### src/rtl/car_motion_ctrl.sv
// car_motion_ctrl: player-car horizontal motion for the racing game.
// Continuous steering with hold-to-accelerate, or lane-snap mode with a
// fixed-speed glide toward the selected lane centre.
// Ports:
//   iVGA_CLK, iRST_n         clock, async active-low reset
//   reset_game               sync restart (active-high)
//   key_left, key_right      async steering keys (active-high)
//   lane_mode                0 = continuous, 1 = lane snap (async)
//   car_h_pos, car_v_pos     car top-left pixel position (registered)
//   lane_idx                 current target lane (registered)
//   moving                   position changed on the last tick (registered)
//   at_left, at_right        combinational bound flags
module car_motion_ctrl #(
   parameter int unsigned H_W        = 10,
   parameter int unsigned V_W        = 9,
   parameter int unsigned CAR_W      = 50,
   parameter int unsigned TRACK_L    = 120,
   parameter int unsigned TRACK_R    = 520,
   parameter int unsigned START_H    = 295,
   parameter int unsigned START_V    = 400,
   parameter int unsigned TICK_DIV   = 50000,
   parameter int unsigned STEP_MIN   = 2,
   parameter int unsigned STEP_MAX   = 8,
   parameter int unsigned RAMP_TICKS = 4,
   parameter int unsigned NUM_LANES  = 4,
   parameter int unsigned START_LANE = 1
) (
   input  logic                         iVGA_CLK,
   input  logic                         iRST_n,
   input  logic                         reset_game,
   input  logic                         key_left,
   input  logic                         key_right,
   input  logic                         lane_mode,
   output logic [H_W-1:0]               car_h_pos,
   output logic [V_W-1:0]               car_v_pos,
   output logic [$clog2(NUM_LANES)-1:0] lane_idx,
   output logic                         moving,
   output logic                         at_left,
   output logic                         at_right
);

   localparam int unsigned HX       = H_W + 1;
   localparam int unsigned MAX_H    = TRACK_R - CAR_W;
   localparam int unsigned LANE_W   = $clog2(NUM_LANES);
   localparam int unsigned LANE_PIX = (TRACK_R - TRACK_L) / NUM_LANES;
   localparam int unsigned LANE_OFF = (LANE_PIX - CAR_W) / 2;
   localparam int unsigned TICK_W   = (TICK_DIV > 0) ? $clog2(TICK_DIV + 1) : 1;
   localparam int unsigned SPD_W    = $clog2(STEP_MAX + 1);
   localparam int unsigned HOLD_W   = $clog2(RAMP_TICKS + 1);

   typedef enum logic [1:0] {
      DIR_NONE  = 2'd0,
      DIR_LEFT  = 2'd1,
      DIR_RIGHT = 2'd2
   } dir_t;

   // Synchronisers plus one history stage each for edge detection
   logic r_kl_s1, r_kl_s2, r_kl_d;
   logic r_kr_s1, r_kr_s2, r_kr_d;
   logic r_lm_s1, r_lm_s2, r_lm_d;

   logic [TICK_W-1:0] r_tick_cnt, n_tick;
   logic [H_W-1:0]    r_h_pos, n_pos;
   logic [LANE_W-1:0] r_lane, n_lane;
   logic [SPD_W-1:0]  r_speed, n_speed;
   logic [HOLD_W-1:0] r_hold, n_hold;
   dir_t              r_dir, n_dir;
   logic              r_moving, n_moving;

   logic              w_tick;
   logic              w_kl_rise, w_kr_rise, w_lm_rise;
   logic [HX-1:0]     w_pos_x, w_tgt, w_new_x;
   logic [SPD_W-1:0]  w_spd_eff;
   logic [HOLD_W-1:0] w_hold_eff, w_hold_inc;
   dir_t              w_dir_eff, w_cur_dir;

   // Lane centre position for a given lane index
   function automatic logic [HX-1:0] f_target(input logic [LANE_W-1:0] idx);
      return HX'(TRACK_L + LANE_OFF) + HX'(idx) * HX'(LANE_PIX);
   endfunction

   // Input synchronisers; only the hard reset clears them
   always_ff @(posedge iVGA_CLK or negedge iRST_n) begin
      if (!iRST_n) begin
         r_kl_s1 <= 1'b0; r_kl_s2 <= 1'b0; r_kl_d <= 1'b0;
         r_kr_s1 <= 1'b0; r_kr_s2 <= 1'b0; r_kr_d <= 1'b0;
         r_lm_s1 <= 1'b0; r_lm_s2 <= 1'b0; r_lm_d <= 1'b0;
      end else begin
         r_kl_s1 <= key_left;  r_kl_s2 <= r_kl_s1; r_kl_d <= r_kl_s2;
         r_kr_s1 <= key_right; r_kr_s2 <= r_kr_s1; r_kr_d <= r_kr_s2;
         r_lm_s1 <= lane_mode; r_lm_s2 <= r_lm_s1; r_lm_d <= r_lm_s2;
      end
   end

   assign w_kl_rise = r_kl_s2 & ~r_kl_d;
   assign w_kr_rise = r_kr_s2 & ~r_kr_d;
   assign w_lm_rise = r_lm_s2 & ~r_lm_d;

   // Motion state register
   always_ff @(posedge iVGA_CLK or negedge iRST_n) begin
      if (!iRST_n) begin
         r_tick_cnt <= '0;
         r_h_pos    <= H_W'(START_H);
         r_lane     <= LANE_W'(START_LANE);
         r_speed    <= SPD_W'(STEP_MIN);
         r_hold     <= '0;
         r_dir      <= DIR_NONE;
         r_moving   <= 1'b0;
      end else begin
         r_tick_cnt <= n_tick;
         r_h_pos    <= n_pos;
         r_lane     <= n_lane;
         r_speed    <= n_speed;
         r_hold     <= n_hold;
         r_dir      <= n_dir;
         r_moving   <= n_moving;
      end
   end

   // Next-state: tick divider, lane selection, glide and steering
   always_comb begin
      w_tick     = (r_tick_cnt == TICK_W'(TICK_DIV));
      w_pos_x    = HX'(r_h_pos);
      w_tgt      = '0;
      w_new_x    = w_pos_x;
      w_spd_eff  = r_speed;
      w_hold_eff = r_hold;
      w_dir_eff  = r_dir;
      w_cur_dir  = DIR_NONE;
      w_hold_inc = '0;

      n_tick   = w_tick ? '0 : r_tick_cnt + TICK_W'(1);
      n_pos    = r_h_pos;
      n_lane   = r_lane;
      n_speed  = r_speed;
      n_hold   = r_hold;
      n_dir    = r_dir;
      n_moving = r_moving;

      if (reset_game) begin
         n_tick   = '0;
         n_pos    = H_W'(START_H);
         n_lane   = LANE_W'(START_LANE);
         n_speed  = SPD_W'(STEP_MIN);
         n_hold   = '0;
         n_dir    = DIR_NONE;
         n_moving = 1'b0;
      end else if (r_lm_s2) begin
         // Mode entry wins over key edges; simultaneous key edges cancel
         if (w_lm_rise) begin
            n_lane = LANE_W'(START_LANE);
         end else if (w_kl_rise && !w_kr_rise) begin
            n_lane = (r_lane == '0) ? r_lane : r_lane - LANE_W'(1);
         end else if (w_kr_rise && !w_kl_rise) begin
            n_lane = (r_lane == LANE_W'(NUM_LANES - 1)) ? r_lane : r_lane + LANE_W'(1);
         end
         // Glide toward the (possibly just retargeted) lane
         if (w_tick) begin
            w_tgt = f_target(n_lane);
            if (w_pos_x > w_tgt) begin
               w_new_x = ((w_pos_x - w_tgt) <= HX'(STEP_MAX)) ? w_tgt : w_pos_x - HX'(STEP_MAX);
            end else if (w_pos_x < w_tgt) begin
               w_new_x = ((w_tgt - w_pos_x) <= HX'(STEP_MAX)) ? w_tgt : w_pos_x + HX'(STEP_MAX);
            end
         end
      end else begin
         // Leaving lane mode drops any accumulated acceleration
         if (r_lm_d) begin
            w_spd_eff  = SPD_W'(STEP_MIN);
            w_hold_eff = '0;
            w_dir_eff  = DIR_NONE;
         end
         n_speed = w_spd_eff;
         n_hold  = w_hold_eff;
         n_dir   = w_dir_eff;
         if (w_tick) begin
            if (r_kl_s2 && !r_kr_s2)      w_cur_dir = DIR_LEFT;
            else if (r_kr_s2 && !r_kl_s2) w_cur_dir = DIR_RIGHT;

            if (w_cur_dir == DIR_NONE) begin
               n_speed = SPD_W'(STEP_MIN);
               n_hold  = '0;
               n_dir   = DIR_NONE;
            end else begin
               // A reversal restarts the ramp from the minimum step
               if ((w_dir_eff != DIR_NONE) && (w_dir_eff != w_cur_dir)) begin
                  w_spd_eff  = SPD_W'(STEP_MIN);
                  w_hold_eff = '0;
               end
               if (w_cur_dir == DIR_LEFT) begin
                  w_new_x = (w_pos_x < HX'(TRACK_L) + HX'(w_spd_eff)) ?
                            HX'(TRACK_L) : w_pos_x - HX'(w_spd_eff);
               end else begin
                  w_new_x = ((w_pos_x + HX'(w_spd_eff)) > HX'(MAX_H)) ?
                            HX'(MAX_H) : w_pos_x + HX'(w_spd_eff);
               end
               w_hold_inc = w_hold_eff + HOLD_W'(1);
               if (w_hold_inc >= HOLD_W'(RAMP_TICKS)) begin
                  n_hold  = '0;
                  n_speed = (w_spd_eff >= SPD_W'(STEP_MAX)) ?
                            SPD_W'(STEP_MAX) : w_spd_eff + SPD_W'(1);
               end else begin
                  n_hold  = w_hold_inc;
                  n_speed = w_spd_eff;
               end
               n_dir = w_cur_dir;
            end
         end
      end

      if (!reset_game && w_tick) begin
         n_pos    = w_new_x[H_W-1:0];
         n_moving = (w_new_x != w_pos_x);
      end
   end

   assign car_h_pos = r_h_pos;
   assign car_v_pos = V_W'(START_V);
   assign lane_idx  = r_lane;
   assign moving    = r_moving;
   assign at_left   = (r_h_pos == H_W'(TRACK_L));
   assign at_right  = (r_h_pos == H_W'(MAX_H));

endmodule
### config.mk
export PLATFORM = sky130hd
export DESIGN_NAME = car_motion_ctrl
export DESIGN_NICKNAME = d
export VERILOG_FILES = /design/src/rtl/car_motion_ctrl.sv
export SDC_FILE = /design/constraint.sdc
export NUM_CORES = 1
export LEC_CHECK = 0
export CAP_MARGIN = 10
export CORE_MARGIN = 3
export CORE_UTILIZATION = 62
export CTS_CLUSTER_SIZE = 30
export DETAILED_ROUTE_END_ITERATION = 12
export MAX_ROUTING_LAYER = met4
export PLACE_DENSITY = 0.89
export SYNTH_ARGS = -nofsm -noshare
export SYNTH_HDL_FRONTEND = slang
export SYNTH_SLANG_ARGS = --single-unit
### constraint.sdc
create_clock -name iVGA_CLK -period 6.46 [get_ports iVGA_CLK]
set_clock_uncertainty 0.05 [all_clocks]
set_input_delay 1.615 -clock iVGA_CLK [delete_from_list [all_inputs] [get_ports iVGA_CLK]]
set_output_delay 1.615 -clock iVGA_CLK [all_outputs]
set_load 0.01 [all_outputs]
==> flow_metrics.tcl <==
set metrics [dict create \
    clockBufferDepth 2 \
    coreArea_mm2 0.007928 \
    worstPathArrival_ns 6.08 \
    ir_drop_mv 0.1816 \
    setup.worst_path.start_class "register" \
    dr.pass1.iters 6 \
    clock.fmax_ghz 0.1683 \
    synth_edf_count 0 \
    layout_min_cycle_time_ns 5.943 \
    p_leak_nw 2.208 \
    pwr_density_cell_mw_per_mm2 116.8 \
    cts_hold_buf 0 \
    finalPower_mw 0.6404 \
    postSynthAreaPerCell_um2 7.601 \
    drt-total-wl_um 16820 \
    seq_power_share_pct 47.8 \
    post-route-period-util_pct 92.00 \
    cts_root_buffer "clkbuf_8" \
    io_buffers 20 \
    synth_seq_cells 47 \
    grt_setup_unrepaired "false" \
    ant_nets 0 \
    grt_max_degree 48 \
    seq_area_frac_synth_pct 22.92 \
    async_flop_share_pct 100.0 \
    min_path_type "register to register" \
    final_common_cell "nor2_1" \
    post_cts_buffers 0 \
    wire_per_inst_um 21.35 \
    fin_hold_ws_ns 0.3065 \
    antenna_found_initial 0 \
    tightest_slew_ns 1.029 \
    gr-total-overflow 0 \
    internal_power_mw 0.4308 \
    drc 0 \
    crit_type "register to register" \
    final_max_slew_viol_count 0 \
    row_count 32 \
    final_nets 730 \
    cts_buffers 5 \
    grt_first_pass_wirelength_um 27110 \
    n_antenna_cell 0 \
    vias 5652 \
    syn_inst 680 \
    area_growth_pct 6.100 \
    cap_violations 0 \
    routed_via_density 7.173 \
    layout_common_cells "76 x nor2_1, 60 x nand2_1, 43 x o21ai_0" \
    ys_warn_count 0 \
    fin_area_mm2 0.005484 \
    status "complete, no violations" \
    clk_pin_slew_ns 0.10 \
    utilization_pct 69.18 \
    grt_pass1_vias 5409 \
    drt_iter0_drc 622 \
    crit_fanout 14 \
    cts.repair.resized 0 \
    pin_count 30 \
    die_h_um 97.31 \
    synth_area_mm2 0.005169 \
    track_usage_pct 35.60 \
    tns_ns 0 \
    initial_core_util_pct 65.20 \
    dieArea_mm2 0.009468 \
    max-slew-margin-rel_pct 31.39 \
    place.gp.congestion 1.088 \
    p_clk_share_pct 29.0 \
    dpl_cell_area_mm2 0.005389 \
    end_kind "register" \
    synth_cell_types 79 \
    final-setup-viol-count 0 \
    hold_viol 0 \
    swShare_pct 32.72 \
    synthFlopType "dfrtp_1" \
    p_switching_mw 0.2096 \
    h-tree-depth 2 \
    place_hpwl_um 12470 \
    die_w_um 97.31 \
    pwr-share-comb_pct 23.2 \
    drive_gt1_share_pct 5.977 \
    clk_latency_ns 0.31 \
    numClockSinks 47 \
    cts_tree "built" \
    crit_required_ns 6.59 \
]
cell type report:
type | count | area (um^2)
sequential | 47 | 1185
clock inverter | 3 | 26.28
inverter | 39 | 146.4
tap | 102 | 127.6
fill | 668 | 2444
multi-input combinational | 563 | 3667
clock buffer | 5 | 68.82
timing repair buffer | 29 | 262.8
power by group through the flow:
stage	Combinational (mW)	Clock, mW	Sequential (mW)
after detailed placement	0.142	0	0.311
after global placement	0.140	0	0.311
after floorplan	0.103	0	0.310
after CTS	0.143	0.188	0.306
after global routing	0.160	0.202	0.306
final	0.148	0.186	0.306
critical path, cell delays in order, from the launching register on:
cell and delay [ns]:
dfrtp_1 0.45, nand2b_1 0.14, or2_2 0.32, nor2_1 0.09, a21oi_1 0.04, o21ai_1 0.11
buf_4 0.20, inv_1 0.11, ha_1 0.24, xnor2_1 0.23, inv_1 0.09, ha_1 0.45
nor3b_1 0.23, a2111oi_0 0.42, o31a_1 0.20, o211ai_1 0.15, nor2_1 0.53, nor3_1 0.10
o31ai_1 0.80, mux2i_1 0.30, o2111ai_1 0.17, nor4_1 0.28, nand4_1 0.10
cells by family after synthesis:
family                     Yosys count  share of synthesized area, %
xor gates and xnor gates            32                         5.422
other                                2                        0.1453
and+or+nand+nor                    274                         26.02
buffers and inverters               77                         6.632
adders and majority gates           39                         9.731
muxes                               13                         2.663
DFF                                 47                         22.92
AOI/OAI and AO/OA                  196                         26.46
per-stage QoR:
step                worst slack (ns)  instances
floorplan                      1.607        687
global placement              0.7824        780
detailed placement            0.8048        780
CTS                           0.7815        788
global route                  0.1959        788
finish                        0.5170        788
cells in the mapped netlist, drive strengths merged (10+ instances only):
cell    count  share of area (%)
buf        20                2.5
o21ai      48                4.6
xnor2      19                3.2
nand4      17                2.1
mux2i      10                1.9
inv        35                2.5
o21a       11                1.6
clkbuf     18                1.3
nand3      29                2.8
xor2       13                2.2
nand2      60                4.4
nor2       76                5.5
ha         37                9.0
a21oi      35                3.4
o211ai     12                1.8
nor3       28                2.7
dfrtp      40                 19
a211oi     10                1.5
metal layers:
| metal | up-vias | global-route usage [%] | share of wire (%) |
|---|---|---|---|
| met4 | 0 | 14.70 | 3.7 |
| li1 | 2510 | - | - |
| met3 | 94 | 7.179 | 12 |
| met5 | - | - | 0 |
| met2 | 430 | 53.72 | 44 |
| met1 | 2618 | 46.93 | 40 |
sequential cells by signal, indices dropped and copies added, names as in the netlist:
signal	cells
moving	1
r_hold	3
r_dir	2
r_lm_d	1
r_kl_s1	1
r_speed	4
lane_idx	2
r_kl_d	1
r_kr_d	1
r_tick_cnt	16
r_kr_s1	1
r_lm_s2	1
r_lm_s1	1
r_kr_s2	1
car_h_pos	10
r_kl_s2	1
final timing paths:
kind,slack (ns),endpoint,start,depth (start not counted)
worst min register to register,0.31,r_kl_s2$_DFF_PN0_,r_kl_s1$_DFF_PN0_,0
worst max register to register,0.52,moving$_DFFE_PN0P_,r_kl_s2$_DFF_PN0_,22
worst min-delay path,0.31,r_kl_s2$_DFF_PN0_,r_kl_s1$_DFF_PN0_,0
min in group asynchronous,1.43,r_lm_d$_DFF_PN0_,iRST_n,1
max in group asynchronous,4.29,r_tick_cnt[7]$_DFF_PN0_,iRST_n,1
worst max-delay path,0.52,moving$_DFFE_PN0P_,r_kl_s2$_DFF_PN0_,22
No activity file was read; power rests on OpenSTA's default activity.
